==> src/rtl/orbit_position_calc.sv <==
// Per-frame planet orbit position calculator: folds each angle onto a quarter-wave
// sine table and publishes all six screen coordinates together with a one-cycle strobe.
//
// state   | meaning
// IDLE    | waiting for frame_start; outputs hold last published frame
// FOLD    | derive table index and sign for job k
// LOOK    | registered sine table read
// MAC     | scale by radius, apply sign, offset from centre into shadow reg
// PUBLISH | copy shadow regs to outputs, strobe pos_valid
module orbit_position_calc #(
  parameter int CX       = 960,
  parameter int CY       = 540,
  parameter int R_MERCUR = 120,
  parameter int R_VENUS  = 220,
  parameter int R_EARTH  = 320
) (
  input  logic        clk1485,
  input  logic        rst,
  input  logic        frame_start,
  input  logic [8:0]  angle_mercur,
  input  logic [8:0]  angle_venus,
  input  logic [8:0]  angle_earth,
  output logic [10:0] x_mercur,
  output logic [10:0] y_mercur,
  output logic [10:0] x_venus,
  output logic [10:0] y_venus,
  output logic [10:0] x_earth,
  output logic [10:0] y_earth,
  output logic        pos_valid,
  output logic        busy
);

  typedef enum logic [2:0] {IDLE, FOLD, LOOK, MAC, PUBLISH} state_t;

  localparam logic [10:0] CX_L = 11'(CX);
  localparam logic [10:0] CY_L = 11'(CY);
  localparam logic [8:0]  R_M  = 9'(R_MERCUR);
  localparam logic [8:0]  R_V  = 9'(R_VENUS);
  localparam logic [8:0]  R_E  = 9'(R_EARTH);

  function automatic logic [8:0] sanitise(input logic [8:0] a);
    return (a >= 9'd360) ? a - 9'd360 : a;
  endfunction

  // round(256*sin(d)) for d = 0..90
  function automatic logic [8:0] sine_lut(input logic [6:0] d);
    logic [8:0] s;
    case (d)
      7'd0:  s = 9'd0;   7'd1:  s = 9'd4;   7'd2:  s = 9'd9;   7'd3:  s = 9'd13;
      7'd4:  s = 9'd18;  7'd5:  s = 9'd22;  7'd6:  s = 9'd27;  7'd7:  s = 9'd31;
      7'd8:  s = 9'd36;  7'd9:  s = 9'd40;  7'd10: s = 9'd44;  7'd11: s = 9'd49;
      7'd12: s = 9'd53;  7'd13: s = 9'd58;  7'd14: s = 9'd62;  7'd15: s = 9'd66;
      7'd16: s = 9'd71;  7'd17: s = 9'd75;  7'd18: s = 9'd79;  7'd19: s = 9'd83;
      7'd20: s = 9'd88;  7'd21: s = 9'd92;  7'd22: s = 9'd96;  7'd23: s = 9'd100;
      7'd24: s = 9'd104; 7'd25: s = 9'd108; 7'd26: s = 9'd112; 7'd27: s = 9'd116;
      7'd28: s = 9'd120; 7'd29: s = 9'd124; 7'd30: s = 9'd128; 7'd31: s = 9'd132;
      7'd32: s = 9'd136; 7'd33: s = 9'd139; 7'd34: s = 9'd143; 7'd35: s = 9'd147;
      7'd36: s = 9'd150; 7'd37: s = 9'd154; 7'd38: s = 9'd158; 7'd39: s = 9'd161;
      7'd40: s = 9'd165; 7'd41: s = 9'd168; 7'd42: s = 9'd171; 7'd43: s = 9'd175;
      7'd44: s = 9'd178; 7'd45: s = 9'd181; 7'd46: s = 9'd184; 7'd47: s = 9'd187;
      7'd48: s = 9'd190; 7'd49: s = 9'd193; 7'd50: s = 9'd196; 7'd51: s = 9'd199;
      7'd52: s = 9'd202; 7'd53: s = 9'd204; 7'd54: s = 9'd207; 7'd55: s = 9'd210;
      7'd56: s = 9'd212; 7'd57: s = 9'd215; 7'd58: s = 9'd217; 7'd59: s = 9'd219;
      7'd60: s = 9'd222; 7'd61: s = 9'd224; 7'd62: s = 9'd226; 7'd63: s = 9'd228;
      7'd64: s = 9'd230; 7'd65: s = 9'd232; 7'd66: s = 9'd234; 7'd67: s = 9'd236;
      7'd68: s = 9'd237; 7'd69: s = 9'd239; 7'd70: s = 9'd241; 7'd71: s = 9'd242;
      7'd72: s = 9'd243; 7'd73: s = 9'd245; 7'd74: s = 9'd246; 7'd75: s = 9'd247;
      7'd76: s = 9'd248; 7'd77: s = 9'd249; 7'd78: s = 9'd250; 7'd79: s = 9'd251;
      7'd80: s = 9'd252; 7'd81: s = 9'd253; 7'd82: s = 9'd254; 7'd83: s = 9'd254;
      7'd84: s = 9'd255; 7'd85: s = 9'd255; 7'd86: s = 9'd255; 7'd87: s = 9'd256;
      7'd88: s = 9'd256; 7'd89: s = 9'd256; 7'd90: s = 9'd256;
      default: s = 9'd0;
    endcase
    return s;
  endfunction

  state_t      state;
  logic [2:0]  k;
  logic [8:0]  ang_m, ang_v, ang_e;
  logic [6:0]  idx;
  logic        neg;
  logic [8:0]  s_val;
  logic [10:0] sh_xm, sh_ym, sh_xv, sh_yv, sh_xe, sh_ye;

  logic [8:0]  job_ang;
  logic [9:0]  eff_ang;
  logic [6:0]  f_idx;
  logic        f_neg;
  logic [8:0]  r_sel;
  logic [17:0] prod;
  logic [9:0]  mag;
  logic [10:0] centre;
  logic [10:0] coord;

  // Odd jobs are cosines: shift the angle by 90 degrees before folding.
  always_comb begin
    case (k[2:1])
      2'd0:    begin job_ang = ang_m; r_sel = R_M; end
      2'd1:    begin job_ang = ang_v; r_sel = R_V; end
      default: begin job_ang = ang_e; r_sel = R_E; end
    endcase
    eff_ang = {1'b0, job_ang};
    if (k[0]) begin
      eff_ang = {1'b0, job_ang} + 10'd90;
      if (eff_ang >= 10'd360) eff_ang = eff_ang - 10'd360;
    end
    if (eff_ang < 10'd90) begin
      f_idx = eff_ang[6:0];
      f_neg = 1'b0;
    end else if (eff_ang < 10'd180) begin
      f_idx = 7'(10'd180 - eff_ang);
      f_neg = 1'b0;
    end else if (eff_ang < 10'd270) begin
      f_idx = 7'(eff_ang - 10'd180);
      f_neg = 1'b1;
    end else begin
      f_idx = 7'(10'd360 - eff_ang);
      f_neg = 1'b1;
    end
  end

  // Sign is applied after truncation so offsets stay symmetric about the centre.
  // Screen y grows downward, so a positive sine subtracts from CY.
  always_comb begin
    prod   = 18'(r_sel) * 18'(s_val);
    mag    = 10'(prod >> 8);
    centre = k[0] ? CX_L : CY_L;
    coord  = (k[0] ^ neg) ? centre + 11'(mag) : centre - 11'(mag);
  end

  always_ff @(posedge clk1485) begin
    if (rst) begin
      state     <= IDLE;
      k         <= 3'd0;
      busy      <= 1'b0;
      pos_valid <= 1'b0;
      ang_m     <= 9'd0;
      ang_v     <= 9'd0;
      ang_e     <= 9'd0;
      idx       <= 7'd0;
      neg       <= 1'b0;
      s_val     <= 9'd0;
      sh_xm <= CX_L; sh_ym <= CY_L;
      sh_xv <= CX_L; sh_yv <= CY_L;
      sh_xe <= CX_L; sh_ye <= CY_L;
      x_mercur <= CX_L; y_mercur <= CY_L;
      x_venus  <= CX_L; y_venus  <= CY_L;
      x_earth  <= CX_L; y_earth  <= CY_L;
    end else begin
      pos_valid <= 1'b0;
      case (state)
        IDLE: begin
          if (frame_start) begin
            ang_m <= sanitise(angle_mercur);
            ang_v <= sanitise(angle_venus);
            ang_e <= sanitise(angle_earth);
            k     <= 3'd0;
            busy  <= 1'b1;
            state <= FOLD;
          end
        end
        FOLD: begin
          idx   <= f_idx;
          neg   <= f_neg;
          state <= LOOK;
        end
        LOOK: begin
          s_val <= sine_lut(idx);
          state <= MAC;
        end
        MAC: begin
          case (k)
            3'd0:    sh_ym <= coord;
            3'd1:    sh_xm <= coord;
            3'd2:    sh_yv <= coord;
            3'd3:    sh_xv <= coord;
            3'd4:    sh_ye <= coord;
            default: sh_xe <= coord;
          endcase
          if (k == 3'd5) begin
            state <= PUBLISH;
          end else begin
            k     <= k + 3'd1;
            state <= FOLD;
          end
        end
        PUBLISH: begin
          x_mercur  <= sh_xm; y_mercur <= sh_ym;
          x_venus   <= sh_xv; y_venus  <= sh_yv;
          x_earth   <= sh_xe; y_earth  <= sh_ye;
          pos_valid <= 1'b1;
          busy      <= 1'b0;
          state     <= IDLE;
        end
        default: state <= IDLE;
      endcase
    end
  end

endmodule
==> config.mk <==
export PLATFORM = sky130hd
export DESIGN_NAME = orbit_position_calc
export DESIGN_NICKNAME = d
export VERILOG_FILES = /design/src/rtl/orbit_position_calc.sv
export SDC_FILE = /design/constraint.sdc
export NUM_CORES = 1
export LEC_CHECK = 0
export ABC_AREA = 0
export CAP_MARGIN = 20
export CELL_PAD_IN_SITES_DETAIL_PLACEMENT = 0
export CELL_PAD_IN_SITES_GLOBAL_PLACEMENT = 1
export CORE_AREA = 8 8 163 203
export CTS_BUF_LIST = sky130_fd_sc_hd__clkbuf_2
export DETAILED_ROUTE_END_ITERATION = 8
export DIE_AREA = 0 0 171 211
export GPL_TIMING_DRIVEN = 0
export PLACE_DENSITY = 0.8
export SLEW_MARGIN = 0
export SYNTH_ARGS = -nofsm -noshare
export SYNTH_HDL_FRONTEND = slang
export SYNTH_SLANG_ARGS = --single-unit
==> constraint.sdc <==
create_clock -name clk1485 -period 6.6 [get_ports clk1485]
set_clock_uncertainty 0.2 [all_clocks]
set_input_delay 1.32 -clock clk1485 [delete_from_list [all_inputs] [get_ports clk1485]]
set_output_delay 1.32 -clock clk1485 [all_outputs]
set_load 0.005 [all_outputs]
# Word level (Yosys, flattened, before mapping)
# Memories as Yosys holds them, arrays and structs flattened. A register that Yosys moved wholly into a read port is not among the register bits.
# Index checks and enable logic that the tools add are counted.
dict set report word_totals {
  rom_bits 1152
  input_bits 30
  reg_bits 175
  mem_count 1
}
# memory words width rd rd_ports_with_merged_regs write_ports line_no
set mem_list {}
lappend mem_list {{(name not given)} 128 9 1 1 0 48} ;# case (d)
dict set report classes {
  n_mul 1
  n_addsub 11
  n_reduce_logical 15
  order_cmp 7
  mux 23
  bitwise_logic 2
  n_eq_ne 12
}
# cell n
set ops {}
lappend ops {{$mux 9} 4}
lappend ops {{$pmux 9 s2} 2}
lappend ops {{$ge 9x9->1 const B} 3}
lappend ops {{$sub 9x9->9 const B} 3}
lappend ops {{$mux 7} 3}
lappend ops {{$mux 10} 2}
lappend ops {{$mul 9x9->18} 1}
lappend ops {{$reduce_and 2->1} 8}
lappend ops {{$eq 3x2->1 const B} 4}
lappend ops {{$mux 3} 4}
lappend ops {{$pmux 3 s4} 1}
lappend ops {{$add 10x10->11} 1}
lappend ops {{$mux 11} 1}
lappend ops {{$sub 10x10->11} 1}
lappend ops {{$add 9x7->10 const B} 1}
lappend ops {{$ge 10x9->1 const B} 1}
lappend ops {{$lt 10x7->1 const B} 1}
lappend ops {{$lt 10x8->1 const B} 1}
lappend ops {{$lt 10x9->1 const B} 1}
lappend ops {{$sub 10x9->10 const B} 1}
lappend ops {{$eq 3x3->1 const B} 3}
lappend ops {{$sub 6x7->7 const A} 1}
lappend ops {{$sub 7x6->7 const B} 1}
lappend ops {{$sub 7x7->7 const A} 1}
lappend ops {{14 further kinds} 21}

# Longest topological paths before layout
dict set report logic_depth {
  ltp_word 10
  mapped_depth 34
  ltp_nobuf 31
}

# Worst setup path after synthesis
# OpenSTA, ideal clock, no wires.
dict set report synth_timing {
  path_kind {register to register}
  start {reg k[2]}
  end {reg sh_xe[10]}
  arrival_time_ns 7.061
  path_stages_with_launch 32
  required_time_ns 6.330
  path_slack_ns -0.732
  n_path_buf 4
  cell_sequence {dfxtp_1 > buf_6 > buf_4 > clkbuf_1 > clkbuf_1 > nor2_1 > inv_1 > nor2_1 > fa_1 > fa_1 > ha_1 > fa_1 > ha_1 > and4b_1 > a31oi_1 > mux2_2 > a21o_1 > a21oi_1 > nor2_1 > a21oi_1 > o22a_1 > xor2_1 > inv_1 > fa_1 > inv_1 > a21oi_1 > or4_1 > a31oi_1 > a221oi_2 > xor2_1 > nand2_1 > a21oi_1}
}
dict set report synth_between {
  elab_chain_cells 5
  word_cells_on_any_way 15
  classes_between {add/sub: 2; mul: 1; eq/ne: 5; mux: 2; bitwise: 1; reduce/logical: 4}
}
# item line_no
set synth_rtl {}
lappend synth_rtl {{from (decl)} 78} ;# logic [2:0] k;
lappend synth_rtl {{from (signal assigned)} 183} ;# k <= k + 3'd1;
lappend synth_rtl {{$eq 2x1->1 / $logic_not 2->1 (equally long branches)} 97} ;# case (k[2:1])
lappend synth_rtl {{$pmux 9 s2} 97}
lappend synth_rtl {{$mul 9x9->18} 125} ;# prod = 18'(r_sel) * 18'(s_val);
lappend synth_rtl {{$sub 10x10->11 / $add 10x10->11 (equally long branches)} 128} ;# coord = (k[0] ^ neg) ? centre + 11'(mag) : centre - 11'(mag);
lappend synth_rtl {{$mux 11} 128}
lappend synth_rtl {{to (signal assigned)} 178} ;# default: sh_xe <= coord;
lappend synth_rtl {{to (decl)} 83} ;# logic [10:0] sh_xm, sh_ym, sh_xv, sh_yv, sh_xe, sh_ye;
# Several ways; a longest one is shown, not always the timed one.
# A chain may end at the register's enable or synchronous reset.

# Worst setup path in the final report
dict set report layout_timing {
  start {reg k[2]}
  end {reg sh_xv[10]}
}
dict set report layout_between {
  elab_chain_cells 5
  word_cells_on_any_way 9
  classes_between {add/sub: 2; mul: 1; eq/ne: 2; mux: 2; reduce/logical: 2}
}
# item line_no
set layout_rtl {}
lappend layout_rtl {{$eq 2x1->1 / $logic_not 2->1 (equally long branches)} 97}
lappend layout_rtl {{$pmux 9 s2} 97}
lappend layout_rtl {{$mul 9x9->18} 125}
lappend layout_rtl {{$sub 10x10->11 / $add 10x10->11 (equally long branches)} 128}
lappend layout_rtl {{$mux 11} 128}
lappend layout_rtl {{to (signal assigned)} 176} ;# 3'd3: sh_xv <= coord;
lappend layout_rtl {{to (decl)} 83}
# Several ways; a longest one is shown, not always the timed one.

==> impl_metrics.tcl <==
set metrics [dict create \
    status "finished with violations" \
    finalMaxSlewViolations 0 \
    async_flop_share_pct 0 \
    fin_cells 2067 \
    reg2reg_to "sh_xv[10]" \
    syn_avg_cell_area_sq_um 7.75 \
    grt_pass1_vias 10800 \
    fin_hold_ws_ns 0.270 \
    syn_to_final_growth_pct 20.1 \
    synth_area_sq_um 11700 \
    setup_violations 6 \
    hold_viol_final 0 \
    die_w_um 171 \
    yosys-top-cells-count "nand2_1 (273), dfxtp_1 (184), nor2_1 (148)" \
    tns_ns -0.214 \
    cpMaxStageDelayCell "fa_1" \
    grtUsageTotal_pct 19.6 \
    cp-end-kind "register" \
    die_y_um 211 \
    ir_worst_vdd_mv 0.457 \
    critPathMaxFanout 6 \
    crit_type "reg -> reg" \
    rows 71 \
    synth_top_area_cell "dfxtp_1" \
    ys_seq_elements 184 \
    worst_setup_path_start_kind "register" \
    ios 98 \
    port_buffers 96 \
    period_share_pct 101 \
    maxCapViolations 0 \
    wl_per_cell_um 17.3 \
    synth_enable_flop_cells 0 \
    layout-drive-gt1-share_pct 9.61 \
    worst-path-buf-inv 6 \
    clk_transition_reported_paths_ns 0.32 \
    drt_iter0_drc 649 \
    p_per_area_nw_per_um2 322 \
    place_inst 2014 \
    clock_sinks 184 \
    cts_made_buffers 17 \
    cp-endpoint "sh_xv[10]" \
    place_ws_ns -0.834 \
    yosysWarningCount 0 \
    worst-r2r-setup-slack_ns -0.07 \
    vias_per_cell 5.40 \
    initial_utilization_pct 39.4 \
    core_area_sq_um 29800 \
    die_area_sq_um 36100 \
    cp_data_required_time_ns 7.11 \
    reg2reg_depth 30 \
    dr.pass1.iters 5 \
    path_depth 30 \
    crit_top_cell "fa_1" \
    synthDominantCellAreaShare_pct 31.4 \
    crit_family "adder cells" \
    place.gp.congestion 0.886 \
    hp-class "reg -> reg" \
    vias 11200 \
    antenna_found_initial 1 \
    synthTopCellsByArea "dfxtp_1 (31%), nand2_1 (8.7%), ha_1 (7.0%)" \
    max_freq_ghz 0.150 \
    hpwlAfterDp_um 27500 \
    clock-root-buffer "clkbuf_2" \
    grt_max_degree 19 \
    clock_latency_ns 0.81 \
    grt_first_pass_wirelength_um 57100 \
    startpoint "k[2]" \
    max_slew_margin_pct 39.1 \
    cpPeakStageDelay_ns 0.57 \
    fin_ws_ns -0.0701 \
    drc 0 \
    cts_hold_buf 0 \
    htree_levels 4 \
    synthFlopType "dfxtp_1" \
    synth_cell_types 87 \
    leakagePower_nw 5.53 \
    tightest_slew_ns 0.911 \
    critPathArrivalTime_ns 7.18 \
    violations "negative setup slack" \
    finalCriticalPeriod_ns 6.67 \
    yosysSeqAreaShare_pct 31.4 \
    power_mw 4.54 \
    cts_tree "done" \
    grt-ovfl-total 0 \
    antenna_left 0 \
    num-nets-final 1779 \
    wl_um 35800 \
    r2r-start "k[2]" \
    clockBufferDepth 2 \
    synth_most_common_cell "nand2_1" \
    rsz0062_at_grt "yes" \
    synth_nets 1643 \
    synthCells 1516 \
]
## state kept, by name (all words and copies together), names as in the netlist
name / count
x_venus: 11
k: 3
y_mercur: 11
sh_ye: 11
y_earth: 11
neg: 1
idx: 7
state: 3
sh_xe: 11
busy: 1
sh_ym: 11
sh_xm: 11
s_val: 9
x_earth: 11
ang_m: 9
ang_v: 9
sh_xv: 11
y_venus: 11
ang_e: 9
pos_valid: 1
x_mercur: 11
sh_yv: 11
## worst min path at each step
stage / from / end / slack, ns / depth (start not counted)
final: sh_ym[10] / y_mercur[10] / 0.27 / 2
after global routing: sh_xe[0] / x_earth[0] / 0.26 / 2
after CTS: sh_xe[0] / x_earth[0] / 0.26 / 2
after detailed placement: y_mercur[1] / y_mercur[1] / 0.25 / 2
after global placement: sh_yv[10] / y_venus[10] / 0.24 / 2
after floorplan: ang_v[8] / ang_v[8] / 0.23 / 2
## per-layer routing
layer / GRT usage [%] / wire [um] / share of wire, %
met1: 22.9 / 15100 / 42
met2: 36.2 / 18500 / 52
met3: 2.71 / 1520 / 4.2
met4: 6.01 / 638 / 1.8
met5: 0 / 0 / 0
## layout by cell type, fill, tap and decap left out, types with 15 or more instances in the layout
| cell type | count |
|---|---|
| nand2_1 | 271 |
| dfxtp_1 | 182 |
| nor2_1 | 141 |
| a21oi_1 | 137 |
| clkdlybuf4s50_1 | 96 |
| clkbuf_1 | 80 |
| inv_1 | 69 |
| ha_1 | 60 |
| o21ai_0 | 48 |
| nand3_1 | 45 |
| nor3_1 | 43 |
| a211oi_1 | 34 |
| fa_1 | 30 |
| xnor2_1 | 28 |
| buf_4 | 20 |
| clkbuf_2 | 19 |
| o211ai_1 | 19 |
| and2_1 | 17 |
| a31oi_1 | 16 |
| mux2i_1 | 15 |
## worst reg2reg max path: cells and delay by family (launching register included)
kind,cells,cell delay [ns]
fa+ha+maj,6,2.30
mux,1,0.32
simple gates,6,0.99
flops,1,0.45
buf+inv,6,0.65
compound gates,9,1.33
xor+xnor,2,0.32
## cells by family (layout without fill, tap and decap cells)
group | Yosys count | in the layout | share of synthesized area [%]
adders and majority gates | 97 | 97 | 12.3
AOI/OAI and AO/OA | 382 | 382 | 21.6
buffers and inverters | 173 | 322 | 5.78
and+or+nand+nor | 608 | 608 | 23.2
muxes | 22 | 22 | 2.01
DFF | 184 | 184 | 31.4
other | 0 | 1 | 0
xor gates and xnor gates | 50 | 50 | 3.73
## metrics by stage
step / cell area, sq um / util (%)
6_report: 14100 / 47.3
5_1_grt: 14100 / 47.3
4_1_cts: 13900 / 46.5
3_5_place_dp: 13300 / 44.5
3_3_place_gp: 13300 / 44.5
2_1_floorplan: 11800 / -
## cell type report
| cell class | instances | area, sq um |
|---|---|---|
| fill | 3057 | 15700 |
| buffer | 95 | 442 |
| tap | 401 | 502 |
| antenna | 1 | 2.50 |
| clock buffer | 18 | 90.1 |
| timing repair buffer | 121 | 1180 |
| sequential | 184 | 3690 |
| clock inverter | 14 | 166 |
| inverter | 74 | 290 |
| multi-input combinational | 1159 | 7750 |
## report_power, final
part	switching, mW	leakage (nW)	internal [mW]
registers	0.0361	1.49	1.16
logic	1.69	3.89	1.04
clock network	0.428	0.149	0.186
total	2.15	5.53	2.39
## timing repair
| action | CTS | global route |
|---|---|---|
| setup endpoints to repair | 42 | 32 |
| buffers inserted | 13 | 11 |
| gates resized for setup | 50 | 36 |
| pin swaps | 19 | 26 |
No activity file was read; power rests on OpenSTA's default activity.
